## src/rtl/ghr_ckpt.sv

```systemverilog
// Speculative global history register with a checkpoint queue of in-flight branches.
// Each branch saves the pre-shift history so a mispredict can rebuild it exactly.
module ghr_ckpt #(
    parameter int GHR_WIDTH  = 5,
    parameter int CKPT_DEPTH = 8,
    parameter int TAG_WIDTH  = 3
) (
    input  logic                 clk,
    input  logic                 rst,
    input  logic                 pred_valid,
    input  logic                 pred_taken,
    output logic                 pred_ready,
    output logic [TAG_WIDTH-1:0] pred_tag,
    input  logic                 resolve_valid,
    input  logic [TAG_WIDTH-1:0] resolve_tag,
    input  logic                 resolve_taken,
    input  logic                 commit_valid,
    input  logic                 commit_taken,
    input  logic                 flush,
    output logic [GHR_WIDTH-1:0] ghr_spec,
    output logic [GHR_WIDTH-1:0] ghr_arch,
    output logic [TAG_WIDTH:0]   ckpt_count,
    output logic                 empty
);

    localparam int CW = TAG_WIDTH + 1;

    logic [GHR_WIDTH-1:0] ckpt_mem [CKPT_DEPTH];

    logic [GHR_WIDTH-1:0] ghr_spec_reg, ghr_spec_next;
    logic [GHR_WIDTH-1:0] ghr_arch_reg, ghr_arch_next;
    logic [TAG_WIDTH-1:0] head_reg, head_next;
    logic [TAG_WIDTH-1:0] tail_reg, tail_next;
    logic [CW-1:0]        count_reg, count_next;

    logic                 full;
    logic                 pred_fire;
    logic                 commit_fire;
    logic [TAG_WIDTH-1:0] resolve_dist;
    logic [GHR_WIDTH-1:0] resolve_ckpt;

    assign full         = (count_reg == CW'(CKPT_DEPTH));
    assign commit_fire  = commit_valid && (count_reg != '0);
    // A predict arriving alongside a redirect belongs to the wrong path and is dropped.
    assign pred_fire    = pred_valid && !full && !resolve_valid && !flush;
    assign resolve_dist = resolve_tag - head_reg;
    assign resolve_ckpt = ckpt_mem[resolve_tag];

    always_comb begin
        head_next     = head_reg;
        ghr_arch_next = ghr_arch_reg;
        if (commit_fire) begin
            head_next     = head_reg + TAG_WIDTH'(1);
            ghr_arch_next = {ghr_arch_reg[GHR_WIDTH-2:0], commit_taken};
        end
    end

    always_comb begin
        ghr_spec_next = ghr_spec_reg;
        tail_next     = tail_reg;
        count_next    = count_reg - CW'(commit_fire);
        if (flush) begin
            // Restore from committed history including this cycle's retirement.
            ghr_spec_next = ghr_arch_next;
            tail_next     = head_next;
            count_next    = '0;
        end else if (resolve_valid) begin
            ghr_spec_next = {resolve_ckpt[GHR_WIDTH-2:0], resolve_taken};
            tail_next     = resolve_tag + TAG_WIDTH'(1);
            count_next    = CW'(resolve_dist) + CW'(1) - CW'(commit_fire);
        end else if (pred_fire) begin
            ghr_spec_next = {ghr_spec_reg[GHR_WIDTH-2:0], pred_taken};
            tail_next     = tail_reg + TAG_WIDTH'(1);
            count_next    = count_reg + CW'(1) - CW'(commit_fire);
        end
    end

    always_ff @(posedge clk or negedge rst) begin
        if (!rst) begin
            ghr_spec_reg <= '0;
            ghr_arch_reg <= '0;
            head_reg     <= '0;
            tail_reg     <= '0;
            count_reg    <= '0;
        end else begin
            ghr_spec_reg <= ghr_spec_next;
            ghr_arch_reg <= ghr_arch_next;
            head_reg     <= head_next;
            tail_reg     <= tail_next;
            count_reg    <= count_next;
        end
    end

    // Checkpoint contents need no reset; a slot is always written before it is read.
    always_ff @(posedge clk) begin
        if (pred_fire) begin
            ckpt_mem[tail_reg] <= ghr_spec_reg;
        end
    end

    assign ghr_spec   = ghr_spec_reg;
    assign ghr_arch   = ghr_arch_reg;
    assign ckpt_count = count_reg;
    assign empty      = (count_reg == '0);
    assign pred_ready = !full;
    assign pred_tag   = tail_reg;

endmodule

```

## config.mk

```make
export PLATFORM = sky130hd
export DESIGN_NAME = ghr_ckpt
export DESIGN_NICKNAME = d
export VERILOG_FILES = /design/src/rtl/ghr_ckpt.sv
export SDC_FILE = /design/constraint.sdc
export NUM_CORES = 1
export LEC_CHECK = 0
export BUFFER_PORTS_ARGS = -buffer_cell sky130_fd_sc_hd__buf_2
export CAP_MARGIN = 20
export CORE_ASPECT_RATIO = 1.4
export CORE_MARGIN = 5
export CORE_UTILIZATION = 30
export DETAILED_ROUTE_END_ITERATION = 8
export PLACE_DENSITY_LB_ADDON = 0.05
export SLEW_MARGIN = 20
export SYNTH_ARGS = -nofsm -noshare
export SYNTH_HDL_FRONTEND = slang
export SYNTH_SLANG_ARGS = --single-unit
export TNS_END_PERCENT = 50
```

## constraint.sdc

```tcl
create_clock -name clk -period 4.31 [get_ports clk]
set_input_delay 0.6465 -clock clk [delete_from_list [all_inputs] [get_ports clk]]
set_output_delay 0.6465 -clock clk [all_outputs]
set_load 0.05 [all_outputs]
```

==> metrics.txt, run 1 <==
clock slew seen by the registers of the worst setup and hold paths=70 ps; Max-Slew Margin vs Limit=0.507; path type of the worst min-delay path=in -> async; startpoint-to-endpoint class of the critical path=reg -> reg; hold violation total from the final report=0; number of buffers inserted by port buffering=30; Unique masters post-synth=39; cell taking the most area after synthesis=sky130_fd_sc_hd__edfxtp_1; first-pass GRT wire length=9490 um; skew final=3.29 ps; transition time of the tightest slew-check pin=734 ps; setup TNS=0 ps; Nets=238; share of synthesized area occupied by flip-flops and latches=0.576; Total Wirelength=6080 um; number of violations of the max-capacitance limit=0; level count of the clock H-tree=2; number of flops mapped to enable cells by yosys=32; peak fanout along the critical path=13; count of hold-fix buffers inserted at cts=0; reported leakage power=1.16 nW; highest ir drop seen on vdd=0.000274 V; DP Area=2790 um2; Max Root-Sink Buffers=2; source of the worst register-to-register timing path=ckpt_count[2]$_DFF_PN0_; number of detailed-route iterations in the first pass=4; clock insertion delay at the later pin of the skew report=290 ps; Die Area=10400 um2; end-of-flow core utilization=0.361; core footprint=8200 um2; length in cells of the worst reg-to-reg path=6; vias after detailed routing=1576; series of cell instances along the critical path=inv_1 -> ha_1 -> or3b_4 -> nand2_2 -> or3_1 -> nor3_1; post-CTS setup buffers=0; antenna violations before repair=0; gate count after technology mapping=180; TritonCTS Buffers=5; setup repair after global routing missed its margin=no; Critical path buffers and inverters=1; total of flip-flops plus latches after synthesis=52; number of flip-flops in the largest register=32; predominant post-synthesis flop cell=sky130_fd_sc_hd__edfxtp_1; Clock Root Buffer=sky130_fd_sc_hd__clkbuf_16; number of gates resized after cts=0; Worst path top cell family by delay=simple AND/OR/NAND/NOR gates; # clock sinks=52; fraction of final layout cells with drive strength greater than 1=0.282; placed wire-length estimate after detailed placement=4720 um; final slew viol count=0; time the final worst path needs with I/O delays and setup=2400 ps; worst reg-to-reg setup slack=1910 ps; critical path launch point type=flop; non-filler cells in the finished layout=315; post-detailed-route count of antenna-violating nets=0; PnR Total Power=0.00212 W; fmax=0.417 GHz; count of placed standard cells including taps=307; slowest stage cell on the critical path=sky130_fd_sc_hd__or3_1; Syn Std Cell Area=2540 um2; width of the die=87.7 um; pin count of the biggest net entering global routing=21; Filler cells=805; post-synth top area share=0.379; remaining global-route overflow=0; Total GRT Usage=0.124; diode insertion count for antenna repair=0; most frequent cell after synthesis=sky130_fd_sc_hd__edfxtp_1; WP data arrival=2330 ps; Layout Cell Area excl Fill=2960 um2; top post-synthesis cells by area=sky130_fd_sc_hd__edfxtp_1 38%, sky130_fd_sc_hd__dfrtp_1 20%, sky130_fd_sc_hd__mux4_2 7.1%; Period Utilization, post-route=0.556; commonest cells in the netlist=32 x sky130_fd_sc_hd__edfxtp_1, 20 x sky130_fd_sc_hd__dfrtp_1, 15 x sky130_fd_sc_hd__nand2_1, 13 x sky130_fd_sc_hd__ha_1, 12 x sky130_fd_sc_hd__inv_1; power per cell area=717 nW/um2; placer congestion estimate=0.769; P&R area growth vs syn=16.7%; reg-to-reg critical path endpoint=ckpt_mem[0][0]$_DFFE_PP_; number of DRC markers in iteration 0=42; Crit. End Element=flop; delay of the slowest cell on the worst path=480 ps; WL/cell=19.3 um; per-instance average area after synthesis=14.1 um2; Async SR Flop Fraction=0.385; count of final setup violators=0; vias in the first global route=1661; effective utilization at floorplan=0.309; outcome=complete, no violations; total I/O pin count=31; remaining design rule violation count=0; Syn Nets=206; Via density=5.00; Chip Height=119 um; data required time of the critical path=4240 ps; total number of placement rows=39; TritonCTS clock tree=yes; count of warnings emitted by yosys=0
## where the power goes
part | internal, W | leakage (nW) | switching (W)
clock | 0.000276 | 0.0804 | 0.000182
sequential | 0.000665 | 0.527 | 0.000141
combinational | 0.000287 | 0.550 | 0.000570
## routing by layer
metal / track usage / wire length (um) / up-vias
li1: - / - / 732
met1: 0.140 / 2330 / 805
met2: 0.226 / 3410 / 33
met3: 0.0244 / 252 / 6
met4: 0.0422 / 87 / 0
met5: 0 / 0 / -
## metrics by stage
| step | worst slack, ps | hold WS [ps] |
|---|---|---|
| floorplan | 1580 | 351 |
| global placement | 1820 | 543 |
| detailed placement | 1820 | 533 |
| CTS | 1900 | 315 |
| global route | 1740 | 343 |
| finish | 1910 | 302 |
## logic make-up after synthesis
logic type	share of synthesized area
multiplexers	0.124
flip-flops	0.576
XOR/XNOR	0.0340
buffers and inverters	0.0291
AND/OR/NAND/NOR	0.103
AO/OA/AOI/OAI	0.0612
adder cells (fa/ha/maj)	0.0720
## cells in the final DEF (no fill, tap or decap), types with 2 or more instances in the layout
master / n
sky130_fd_sc_hd__ha_1: 13
sky130_fd_sc_hd__a31oi_1: 2
sky130_fd_sc_hd__mux2_1: 7
sky130_fd_sc_hd__dfrtp_1: 20
sky130_fd_sc_hd__nand2_1: 15
sky130_fd_sc_hd__mux2_2: 5
sky130_fd_sc_hd__o221a_2: 3
sky130_fd_sc_hd__mux4_2: 8
sky130_fd_sc_hd__nor3_1: 3
sky130_fd_sc_hd__or3_1: 3
sky130_fd_sc_hd__edfxtp_1: 32
sky130_fd_sc_hd__xor2_1: 3
sky130_fd_sc_hd__and4_1: 2
sky130_fd_sc_hd__inv_1: 12
sky130_fd_sc_hd__nor2_1: 9
sky130_fd_sc_hd__a32o_1: 3
sky130_fd_sc_hd__nand2b_1: 3
sky130_fd_sc_hd__xnor2_1: 5
sky130_fd_sc_hd__o21ai_0: 3
sky130_fd_sc_hd__buf_2: 30
sky130_fd_sc_hd__or3b_4: 2
sky130_fd_sc_hd__nand3_1: 6
sky130_fd_sc_hd__clkbuf_16: 5
sky130_fd_sc_hd__o21a_1: 2
## final cells by class
class	instances	area, um2	area share
Sequential cell	52	1460	0.494
Timing Repair Buffer	30	150	0.0507
Multi-Input combinational cell	110	1000	0.338
Tap cell	102	128	0.0431
Inverter	13	48.8	0.0165
Clock inverter	3	46.3	0.0156
Clock buffer	5	125	0.0423
## worst max path at each step
stage                                 start                  endpoint  slack [ps]  cells past startpoint
global placement             resolve_tag[0]   ckpt_count[2]$_DFF_PN0_        1820                      9
CTS                 ckpt_count[2]$_DFF_PN0_  ckpt_mem[0][0]$_DFFE_PP_        1900                      6
finish              ckpt_count[2]$_DFF_PN0_  ckpt_mem[0][0]$_DFFE_PP_        1910                      6
detailed placement           resolve_tag[0]   ckpt_count[2]$_DFF_PN0_        1820                      9
global route        ckpt_count[2]$_DFF_PN0_  ckpt_mem[0][0]$_DFFE_PP_        1740                      6
floorplan           ckpt_count[2]$_DFF_PN0_  ckpt_mem[0][0]$_DFFE_PP_        1580                      7
No activity file was read; power rests on OpenSTA's default activity.
==> run 2, diff against run 1 <==
==> constraint.sdc (replaced) <==
create_clock -name clk -period 2.2 [get_ports clk]
set_input_delay 0.33 -clock clk [delete_from_list [all_inputs] [get_ports clk]]
set_output_delay 0.33 -clock clk [all_outputs]
set_load 0.05 [all_outputs]
==> metrics.txt, run 2 (synthesis gave the netlist of run 1 again) <==
placed wire-length estimate after detailed placement=4530 um; Via density=4.84; setup repair after global routing missed its margin=yes; Worst Hold Slack=-11.8 ps; path type of the worst min-delay path=in -> async; Crit. End Element=flop; Total Wirelength=5820 um; fmax=0.465 GHz; post-detailed-route count of antenna-violating nets=0; WL/cell=17.7 um; P&R area growth vs syn=22.6%; leading cell type in the layout, fill and taps excluded=sky130_fd_sc_hd__edfxtp_1; WP data arrival=2330 ps; core footprint=8200 um2; Chip Height=119 um; hold violation total from the final report=8; time the final worst path needs with I/O delays and setup=2150 ps; count of final setup violators=0; critical path launch point type=flop; violated checks=negative hold slack; vias after detailed routing=1592; skew final=5.61 ps; number of DRC markers in iteration 0=51; remaining design rule violation count=0; TritonCTS Buffers=5; Nets=252; total number of placement rows=39; diode insertion count for antenna repair=0; highest ir drop seen on vdd=0.000630 V; outcome=finished with violations; peak fanout along the critical path=6; remaining global-route overflow=0; Clock Power Share=0.209; power per cell area=1360 nW/um2; number of flip-flops in the largest register=32; TritonCTS clock tree=yes; total I/O pin count=31; total net switching power=0.00174 W; final slew viol count=0; part of the total power dissipated in sequential elements=0.373; internal power contribution=0.00248 W; number of buffers inserted by port buffering=30; Total GRT Usage=0.120; # clock sinks=52; level count of the clock H-tree=2; data required time of the critical path=2380 ps; placer congestion estimate=0.785; effective utilization at floorplan=0.309; Max-Slew Margin vs Limit=0.633; commonest cells after routing, fill and taps aside=32 x sky130_fd_sc_hd__edfxtp_1, 30 x sky130_fd_sc_hd__buf_2, 18 x sky130_fd_sc_hd__dfrtp_1; vias in the first global route=1631; clock insertion delay at the later pin of the skew report=290 ps; non-filler cells in the finished layout=329; number of detailed-route iterations in the first pass=4; count of placed standard cells including taps=316; Die Area=10400 um2; pin count of the biggest net entering global routing=21; number of violations of the max-capacitance limit=0; fraction of final layout cells with drive strength greater than 1=0.374; Max Root-Sink Buffers=2; antenna violations before repair=0; share of power burned in combinational logic=0.418; Clock Root Buffer=sky130_fd_sc_hd__clkbuf_16; clock slew seen by the registers of the worst setup and hold paths=70 ps; Period Utilization, post-route=0.977; transition time of the tightest slew-check pin=547 ps; fraction of power spent switching nets=0.412; width of the die=87.7 um; startpoint-to-endpoint class of the critical path=reg -> reg; reported leakage power=1.23 nW; first-pass GRT wire length=9270 um
## run 2: changes by cell type in the layout (fill, tap and decap cells not counted), sizes merged
| cell | previous run | this run |
|---|---|---|
| clkinvlp | 1 | 0 |
| inv | 13 | 12 |
| buf | 30 | 44 |
| clkinv | 1 | 3 |
## run 2: per-stage QoR
| stage | utilization | TNS [ps] | worst slack [ps] | area [um2] | power [W] |
|---|---|---|---|---|---|
| global route | 0.379 | -787 | -64.7 | 3110 | 0.00448 |
| CTS | 0.374 | 0 | 6.36 | 3070 | 0.00422 |
| floorplan | - | -509 | -94.3 | 2580 | 0.00282 |
| finish | 0.379 | 0 | 50.9 | 3110 | 0.00422 |
| global placement | 0.354 | 0 | 44.8 | 2900 | 0.00331 |
| detailed placement | 0.354 | 0 | 19.3 | 2900 | 0.00332 |
## run 2: worst paths after layout
| check | from | endpoint | slack, ps | cells past startpoint |
|---|---|---|---|---|
| hold / removal | rst | ckpt_count[1]$_DFF_PN0_ | -10 | 1 |
| hold reg to reg | ghr_arch[4]$_DFF_PN0_ | ghr_arch[4]$_DFF_PN0_ | 540 | 1 |
| max in group asynchronous | rst | ckpt_count[3]$_DFF_PN0_ | 1850 | 1 |
| setup reg to reg | ckpt_count[2]$_DFF_PN0_ | ckpt_count[2]$_DFF_PN0_ | 50 | 10 |
| min in group clk | commit_taken | ghr_arch[0]$_DFF_PN0_ | 280 | 2 |
| setup / recovery | ckpt_count[2]$_DFF_PN0_ | ckpt_count[2]$_DFF_PN0_ | 50 | 10 |
## run 2: power groups by stage
stage / logic, W / registers (W) / clock network (W)
5_1_grt: 0.00193 / 0.00161 / 0.000940
4_1_cts: 0.00173 / 0.00159 / 0.000901
6_report: 0.00176 / 0.00157 / 0.000880
2_1_floorplan: 0.000819 / 0.00200 / 0
3_5_place_dp: 0.00172 / 0.00160 / 0
3_3_place_gp: 0.00172 / 0.00159 / 0
## run 2: per-layer routing
layer	global-route usage	up-vias	part of all wire
li1	-	760	-
met1	0.149	799	0.43
met2	0.205	29	0.52
met3	0.0278	4	0.040
met4	0.0317	0	0.0091
met5	0	-	0
## run 2: worst max-delay path, cell delays in order (launching register included)
cell	delay, ps
sky130_fd_sc_hd__dfrtp_2	440
sky130_fd_sc_hd__inv_2	70
sky130_fd_sc_hd__ha_1	130
sky130_fd_sc_hd__or3b_4	410
sky130_fd_sc_hd__nand2_8	100
sky130_fd_sc_hd__inv_1	50
sky130_fd_sc_hd__ha_2	170
sky130_fd_sc_hd__ha_1	180
sky130_fd_sc_hd__xnor2_1	190
sky130_fd_sc_hd__nand2_1	80
sky130_fd_sc_hd__a32o_1	220
## run 2: timing repair
item / CTS / global route
setup buffers: 0 / 5
setup endpoints to repair: 0 / 7
hold endpoints to repair: 0 / 0
resized for setup: 0 / 5
hold buffers: 0 / 0
## run 2: cell type report
type | instances | area [um2]
clock buffer | 5 | 125
clock inverter | 3 | 42.5
fill | 801 | 5090
inverter | 13 | 48.8
multi-input combinational | 110 | 1050
sequential | 52 | 1460
tap | 102 | 128
timing repair buffer | 44 | 255
==> run 3, diff against run 2 <==
--- a/config.mk
+++ b/config.mk
@@ -5,12 +5,14 @@
 export SDC_FILE = /design/constraint.sdc
 export NUM_CORES = 1
 export LEC_CHECK = 0
+export ABC_AREA = 1
 export BUFFER_PORTS_ARGS = -buffer_cell sky130_fd_sc_hd__buf_2
 export CAP_MARGIN = 20
 export CORE_ASPECT_RATIO = 1.4
-export CORE_MARGIN = 5
+export CORE_MARGIN = 2
 export CORE_UTILIZATION = 30
 export DETAILED_ROUTE_END_ITERATION = 8
+export HOLD_SLACK_MARGIN = 0.06
 export PLACE_DENSITY_LB_ADDON = 0.05
 export SLEW_MARGIN = 20
 export SYNTH_ARGS = -nofsm -noshare
==> metrics.txt, run 3 <==
number of detailed-route iterations in the first pass=4; transition time of the tightest slew-check pin=488 ps; per-instance average area after synthesis=8.48 um2; Critical Path End=ckpt_mem[1][1]$_DFFE_PP_; Syn Std Cell Area=2780 um2; commonest cells after routing, fill and taps aside=115 x sky130_fd_sc_hd__nand2_1, 55 x sky130_fd_sc_hd__inv_1, 34 x sky130_fd_sc_hd__nand3_1; width of the die=85.4 um; commonest cells in the netlist=115 x sky130_fd_sc_hd__nand2_1, 55 x sky130_fd_sc_hd__inv_1, 34 x sky130_fd_sc_hd__nand3_1, 32 x sky130_fd_sc_hd__edfxtp_1, 20 x sky130_fd_sc_hd__dfrtp_1; series of cell instances along the critical path=inv_1 -> ha_1 -> nand2_2 -> nand3_2 -> inv_1 -> nand2_1 -> nor2_1; Crit. End Element=flop; level count of the clock H-tree=2; DP Area=3080 um2; number of gates resized after cts=0; Max Root-Sink Buffers=2; pin count of the biggest net entering global routing=21; first-pass GRT wire length=11400 um; leading cell type in the layout, fill and taps excluded=sky130_fd_sc_hd__nand2_1; length in cells of the worst reg-to-reg path=7; critical path launch point type=flop; WL/cell=14.8 um; setup TNS=0 ps; remaining global-route overflow=0; post-synth top area share=0.345; core footprint=9030 um2; post-CTS setup buffers=0; Unique masters post-synth=27; number of flops mapped to enable cells by yosys=32; Die Area=10100 um2; fmax=0.507 GHz; placed wire-length estimate after detailed placement=5440 um; peak fanout along the critical path=8; P&R area growth vs syn=15.9%; vias in the first global route=2163; top post-synthesis cells by area=sky130_fd_sc_hd__edfxtp_1 35%, sky130_fd_sc_hd__dfrtp_1 18%, sky130_fd_sc_hd__nand2_1 16%; diode insertion count for antenna repair=0; most frequent cell after synthesis=sky130_fd_sc_hd__nand2_1; Clock Root Buffer=sky130_fd_sc_hd__clkbuf_16; TritonCTS clock tree=yes; Async SR Flop Fraction=0.385; clock slew seen by the registers of the worst setup and hold paths=60 ps; number of buffers inserted by port buffering=30; final slew viol count=0; TritonCTS Buffers=5; cell with the most instances on the worst path=sky130_fd_sc_hd__inv_1; time the final worst path needs with I/O delays and setup=1970 ps; Chip Height=118 um; slowest stage cell on the critical path=sky130_fd_sc_hd__dfrtp_2; Total Wirelength=7030 um; # clock sinks=52; placer congestion estimate=0.770; area occupied by multi-input gates=1050 um2; Filler cells=955; Via density=4.52; reported leakage power=1.65 nW; Syn Nets=354; count of final setup violators=0; total I/O pin count=31; Layout Cell Area excl Fill=3220 um2; effective utilization at floorplan=0.308; path type of the worst min-delay path=in -> reg; reg-to-reg critical path endpoint=ckpt_mem[1][1]$_DFFE_PP_; total of flip-flops plus latches after synthesis=52; hold violation total from the final report=0; share of synthesized area occupied by flip-flops and latches=0.525; antenna violations before repair=0; setup repair after global routing missed its margin=no; Max-Slew Margin vs Limit=0.675; end-of-flow core utilization=0.357; highest ir drop seen on vdd=0.000488 V; delay of the slowest cell on the worst path=410 ps; fraction of final layout cells with drive strength greater than 1=0.149; remaining design rule violation count=0; data required time of the critical path=2140 ps; Total GRT Usage=0.150; total number of placement rows=41; clock insertion delay at the later pin of the skew report=290 ps; source of the worst register-to-register timing path=ckpt_count[2]$_DFF_PN0_; worst reg-to-reg setup slack=230 ps; Critical path origin=ckpt_count[2]$_DFF_PN0_; count of warnings emitted by yosys=0; gate count after technology mapping=328; WP data arrival=1920 ps; outcome=complete, no violations; number of flip-flops in the largest register=32; Register Area=1460 um2; number of violations of the max-capacitance limit=0; Nets=393; Period Utilization, post-route=0.897; vias after detailed routing=2147; skew final=4.41 ps; startpoint-to-endpoint class of the critical path=reg -> reg; count of hold-fix buffers inserted at cts=1; cell taking the most area after synthesis=sky130_fd_sc_hd__edfxtp_1; post-detailed-route count of antenna-violating nets=0; predominant post-synthesis flop cell=sky130_fd_sc_hd__edfxtp_1; Worst Hold Slack=267 ps; power per cell area=1140 nW/um2; number of DRC markers in iteration 0=93
[run 3: changes by cell type after synthesis, sizes merged, moves of 7 or more]
| cell | previous run | this run |
|---|---|---|
| nand2 | 17 | 118 |
| inv | 12 | 59 |
| mux4 | 8 | 0 |
| nand3 | 6 | 35 |
| a21oi | 1 | 8 |
| nor2 | 9 | 19 |
| mux2 | 12 | 0 |
[run 3: power by group]
part	switching, W	internal [W]	total, W
clock	0.000325	0.000424	0.000749
sequential	0.000194	0.00125	0.00145
combinational	0.00105	0.000434	0.00148
total	0.00157	0.00211	0.00368
[run 3: per-stage QoR]
step                      worst slack (ps)  std cells  total power, W
after floorplan                       34.2        328         0.00252
after global placement                 149        466         0.00299
after detailed placement               172        466         0.00297
after CTS                              170        475         0.00374
after global routing                  13.8        475         0.00396
final                                  227        475         0.00368
[run 3: final cells by class]
class / count / share of cell area
inverters: 59 / 0.0695
multi-input cells: 211 / 0.327
well taps: 107 / 0.0415
flip-flops and latches: 52 / 0.454
repair buffers: 38 / 0.0660
clock buffers: 8 / 0.0423
[run 3: logic make-up (layout without fill, tap and decap cells)]
logic type                 after synthesis  count (layout)  share of synthesized area
buffers and inverters                   65             105                     0.0954
and+or+nand+nor                        174             174                      0.263
AOI/OAI and AO/OA                       17              17                     0.0315
adders and majority gates               14              14                     0.0657
DFF                                     52              52                      0.525
xor gates and xnor gates                 6               6                     0.0189
[run 3: worst min-delay path by stage]
stage / slack (ps) / to / cells past startpoint / start
after floorplan: 30 / ckpt_count[0]$_DFF_PN0_ / 0 / rst
after global placement: 330 / ghr_arch[3]$_DFF_PN0_ / 1 / rst
after detailed placement: 330 / ghr_arch[3]$_DFF_PN0_ / 1 / rst
after CTS: 270 / ghr_arch[0]$_DFF_PN0_ / 3 / commit_taken
after global routing: 280 / ghr_arch[0]$_DFF_PN0_ / 3 / commit_taken
final: 270 / ghr_arch[0]$_DFF_PN0_ / 3 / commit_taken
[run 3: critical path, delay by kind of cell, from the launching register on]
kind                     cells  cell delay (ps)
adder cells (fa/ha/maj)      1              200
buffers and inverters        2              260
flip-flops                   1              410
AND/OR/NAND/NOR              4              760
[run 3: layer usage]
metal  track usage  up-vias  wire length, um
met1         0.171      996             2820
met4        0.0446        0               97
met3        0.0273        6              282
met5             0        -                0
li1              -     1102                -
met2         0.277       43             3830
